**config.mk**
```make
export PLATFORM = sky130hd
export DESIGN_NAME = cpu_controller
export DESIGN_NICKNAME = d
export VERILOG_FILES = /design/src/rtl/cpu_controller.sv
export SDC_FILE = /design/constraint.sdc
export NUM_CORES = 1
export LEC_CHECK = 0
export CAP_MARGIN = 20
export CORE_MARGIN = 2
export CORE_UTILIZATION = 23
export CTS_CLUSTER_DIAMETER = 100
export CTS_CLUSTER_SIZE = 24
export DETAILED_ROUTE_END_ITERATION = 10
export GPL_TIMING_DRIVEN = 0
export SLEW_MARGIN = 20
export SYNTH_ARGS = -nofsm -noshare
export SYNTH_HDL_FRONTEND = slang
export SYNTH_SLANG_ARGS = --single-unit
```
**constraint.sdc**
```tcl
create_clock -name clk -period 1.88 [get_ports clk]
set_input_delay 0.376 -clock clk [delete_from_list [all_inputs] [get_ports clk]]
set_output_delay 0.376 -clock clk [all_outputs]
set_load 0.02 [all_outputs]
```
**src/rtl/cpu_controller.sv**
```systemverilog
// cpu_controller: Moore sequencer for the lab CPU datapath.
// Steps one instruction per start strobe through the register-file reads,
// ALU and write-back, driving every load/select/write strobe and the w flag.
//
//   state       | meaning
//   ------------+-----------------------------------------------------
//   S_WAIT      | idle, w=1, waiting for s
//   S_DECODE    | branch on {opcode,op}; latch captured on exit
//   S_WRITE_IMM | write sximm8 into Rn
//   S_GET_A     | read Rn into A
//   S_GET_B     | read Rm into B
//   S_ALU       | load C (or status for cmp)
//   S_WRITE_REG | write C into Rd
module cpu_controller (
  input  logic       clk,
  input  logic       reset,
  input  logic       s,
  input  logic [2:0] opcode,
  input  logic [1:0] op,
  output logic       w,
  output logic [2:0] nsel,
  output logic [1:0] vsel,
  output logic       loada,
  output logic       loadb,
  output logic       loadc,
  output logic       loads,
  output logic       asel,
  output logic       bsel,
  output logic       write
);

  typedef enum logic [2:0] {
    S_WAIT      = 3'd0,
    S_DECODE    = 3'd1,
    S_WRITE_IMM = 3'd2,
    S_GET_A     = 3'd3,
    S_GET_B     = 3'd4,
    S_ALU       = 3'd5,
    S_WRITE_REG = 3'd6
  } state_t;

  localparam logic [2:0] NSEL_RN   = 3'b100;
  localparam logic [2:0] NSEL_RD   = 3'b010;
  localparam logic [2:0] NSEL_RM   = 3'b001;
  localparam logic [1:0] VSEL_C    = 2'b00;
  localparam logic [1:0] VSEL_IMM8 = 2'b10;

  state_t     state;
  state_t     state_next;
  logic [4:0] instr_q;
  logic       is_cmp;
  logic       is_mov;

  // The latch isolates the rest of the sequence from instruction-register changes.
  assign is_cmp = (instr_q == 5'b101_01);
  assign is_mov = (instr_q[4:2] == 3'b110);

  // State register and instruction latch; latch loads on the edge leaving Decode.
  always_ff @(posedge clk) begin
    if (reset) begin
      state   <= S_WAIT;
      instr_q <= 5'b00000;
    end else begin
      state <= state_next;
      if (state == S_DECODE) begin
        instr_q <= {opcode, op};
      end
    end
  end

  // Next-state decode; Decode branches on the live inputs, later states on the latch.
  always_comb begin
    state_next = S_WAIT;
    case (state)
      S_WAIT:      state_next = s ? S_DECODE : S_WAIT;
      S_DECODE: begin
        casez ({opcode, op})
          5'b110_10: state_next = S_WRITE_IMM;
          5'b110_00: state_next = S_GET_B;
          5'b101_??: state_next = S_GET_A;
          default:   state_next = S_WAIT;
        endcase
      end
      S_WRITE_IMM: state_next = S_WAIT;
      S_GET_A:     state_next = S_GET_B;
      S_GET_B:     state_next = S_ALU;
      S_ALU:       state_next = is_cmp ? S_WAIT : S_WRITE_REG;
      S_WRITE_REG: state_next = S_WAIT;
      default:     state_next = S_WAIT;
    endcase
  end

  // Moore output decode; reset overrides so no strobe can fire on the reset edge.
  always_comb begin
    w     = 1'b0;
    nsel  = 3'b000;
    vsel  = VSEL_C;
    loada = 1'b0;
    loadb = 1'b0;
    loadc = 1'b0;
    loads = 1'b0;
    asel  = 1'b0;
    bsel  = 1'b0;
    write = 1'b0;
    case (state)
      S_WAIT: w = 1'b1;
      S_WRITE_IMM: begin
        nsel  = NSEL_RN;
        vsel  = VSEL_IMM8;
        write = 1'b1;
      end
      S_GET_A: begin
        nsel  = NSEL_RN;
        loada = 1'b1;
      end
      S_GET_B: begin
        nsel  = NSEL_RM;
        loadb = 1'b1;
      end
      S_ALU: begin
        loadc = ~is_cmp;
        loads = is_cmp;
        asel  = is_mov;
      end
      S_WRITE_REG: begin
        nsel  = NSEL_RD;
        vsel  = VSEL_C;
        write = 1'b1;
      end
      default: ;
    endcase
    if (reset) begin
      w     = 1'b1;
      nsel  = 3'b000;
      vsel  = VSEL_C;
      loada = 1'b0;
      loadb = 1'b0;
      loadc = 1'b0;
      loads = 1'b0;
      asel  = 1'b0;
      bsel  = 1'b0;
      write = 1'b0;
    end
  end

endmodule

```
==> impl_metrics.json <==
{
  "status": "completed",
  "drcViolationCount": 0,
  "grt_pass1_wl_um": 1950,
  "timing.final.crit_share": 0.960,
  "cts_hold_buf": 0,
  "cp-start-kind": "flop",
  "ys_seq_area_frac": 0.300,
  "arrival_ns": 1.43,
  "yosys.area_share.xor_xnor": 0,
  "synth_seq_cells": 8,
  "viasPerCell": 4.46,
  "drive_gt1_frac": 0.233,
  "vias": 508,
  "ir_drop_mv": 0.170,
  "crit_type": "reg -> out",
  "leakage_nw": 0.320,
  "grt_pass1_vias": 489,
  "start_util": 0.241,
  "place_ws_ns": -0.212,
  "grt_overflow": 0,
  "synth_mux_area_frac": 0.0188,
  "netlist_area_um2": 533,
  "synth_simple_gate_area_frac": 0.385,
  "layout.nets": 96,
  "grt_antenna_before_repair": 0,
  "setup_viol": 0,
  "cts_buffer_depth": 2,
  "synth_adder_area_share": 0,
  "powerDensity_nw_per_um2": 505,
  "cts_htree_levels": 1,
  "ys_types": 27,
  "clk_pin_slew_worst_paths_ns": 0.05,
  "port_buffers": 17,
  "grt_usage": 0.0982,
  "cp_max_fo": 10,
  "synth_top_family_by_area": "simple AND/OR/NAND/NOR gates",
  "place_area_um2": 748,
  "drv_cap": 0,
  "power_mw": 0.386,
  "synth_compound_area_frac": 0.174,
  "routedWlPerCell_um": 10.3,
  "yosys_warnings": 0,
  "gp_congestion": 0.711,
  "cp_data_required_time_ns": 1.50,
  "n_antenna_cell": 0,
  "cts-root-buf": "clkbuf_4",
  "hold_viol": 0,
  "insertion_delay_ns": 0.25,
  "fin_worst_skew_ns": 0.00146,
  "syn_area_per_cell_um2": 8.20,
  "post-dp-hpwl_um": 913,
  "ant_nets": 0,
  "setup_slack_ns": 0.0759,
  "stdcell_area_um2": 764,
  "rsz0062_at_grt": "false",
  "worstHoldPathType": "in -> reg",
  "synthCells": 65,
  "max_clock_freq_ghz": 0.554,
  "core_um2": 2210,
  "drt_first_pass_iters": 3,
  "grt_max_degree": 11,
  "fp.dieW_um": 52.1,
  "drtIter0Drc": 4,
  "cts_tree": "built",
  "num_rows": 17,
  "cts_sinks": 8,
  "dieArea_um2": 2720,
  "syn2layout_area_growth_pct": 43.4,
  "ioPinCount": 21,
  "fin_crit_ns": 1.80,
  "chipHeight_um": 52.1,
  "routed_wl_um": 1180,
  "numCtsBuffers": 3,
  "slew_viol_final": 0,
  "end_kind": "output pin"
}
cells by family (layout without fill, tap and decap cells):
| kind of cell | count (synthesis) | in the layout |
|---|---|---|
| muxes | 1 | 1 |
| DFF | 8 | 8 |
| buffers and inverters | 8 | 28 |
| AOI/OAI and AO/OA | 16 | 16 |
| other | 1 | 2 |
| and+or+nand+nor | 31 | 31 |
layout by cell type (no fill, tap or decap):
cell / n
nor3b_4: 1
nand2b_4: 1
and4b_1: 1
nand2b_1: 2
dfxtp_4: 1
buf_6: 3
o31a_1: 2
or2_2: 1
nor3_1: 5
a21oi_1: 6
buf_4: 5
nor4b_2: 2
nand4bb_1: 2
clkdlybuf4s15_1: 1
nor2b_1: 2
nor2_1: 5
nand2_1: 6
a31oi_1: 2
o21ai_0: 5
mux2i_1: 1
clkbuf_4: 3
dlymetal6s2s_1: 1
clkdlybuf4s50_1: 6
clkbuf_2: 3
nand3_1: 1
and2_1: 1
dfxtp_1: 7
nand3b_1: 1
dlygate4sd2_1: 6
conb_1: 2
o21a_1: 1
metrics by stage:
stage	utilization	setup TNS (ns)	hold slack (ns)	std cells
5_1_grt	0.346	0	0.452	114
3_5_place_dp	0.338	-1.26	0.467	111
6_report	0.346	0	0.433	114
4_1_cts	0.346	0	0.428	114
3_3_place_gp	0.338	-1.16	0.469	111
2_1_floorplan	-	0	0.449	66
layout make-up:
class	instances	area [um2]
fill	252	1450
multi-input combinational	50	322
sequential	8	164
timing repair buffer	17	153
buffer	8	68.8
tap	28	35.0
clock buffer	3	22.5
power by group:
part	switching, mW	internal [mW]	leakage, nW
clock network	0.0561	0.0729	0.0138
registers	0.00476	0.176	0.0660
logic	0.0367	0.0390	0.240
total	0.0976	0.288	0.320
cells in the mapped netlist:
library cell,number,area (um2)
a21oi_1,6,30.0
a31oi_1,2,12.5
and2_1,1,6.26
and4b_1,1,10.0
buf_2,1,5.00
buf_4,4,30.0
buf_6,2,22.5
clkbuf_1,1,3.75
conb_1,1,3.75
dfxtp_1,8,160
mux2i_1,1,10.0
nand2_1,6,22.5
nand2b_1,2,12.5
nand2b_4,1,13.8
nand3_1,1,5.00
nand3b_1,1,7.51
nand4bb_1,2,22.5
nor2_1,5,18.8
nor2b_1,2,12.5
nor3_1,5,25.0
nor3b_4,1,18.8
nor4b_1,1,8.76
nor4b_2,1,15.0
o21a_1,1,7.51
o21ai_0,5,25.0
o31a_1,2,17.5
or2_2,1,6.26
path summary, 6_finish.rpt:
check,slack (ns),cells after the start,from,to
setup reg to reg,0.65,4,state[0],state[1]
hold / removal,0.43,2,reset,instr_q[0]
setup / recovery,0.08,3,state[1],loadb
hold reg to reg,0.47,2,instr_q[0],instr_q[0]
routing by layer:
layer	share of wire	up-vias	GRT usage
met5	0	-	0
li1	-	267	-
met1	0.43	225	0.0962
met3	0.054	2	0.0259
met2	0.50	14	0.186
met4	0.0068	0	0.0513
registers in the layout, indices dropped and copies added (netlist names):
name / flops
instr_q: 5
state: 3
timing repair:
item                                    4_1_cts  5_1_grt
buffers inserted                              0        0
cloned                                        0        0
endpoints found under the setup margin       11        5
hold endpoints to repair                      0        0
resized for setup                            15        9
worst max-delay path, cell delays in order (launching register included):
cell and delay, ns:
dfxtp_4 0.37, buf_6 0.14, nor4b_2 0.30, dlygate4sd2_1 0.37
Power figures use the tool's default switching activity.
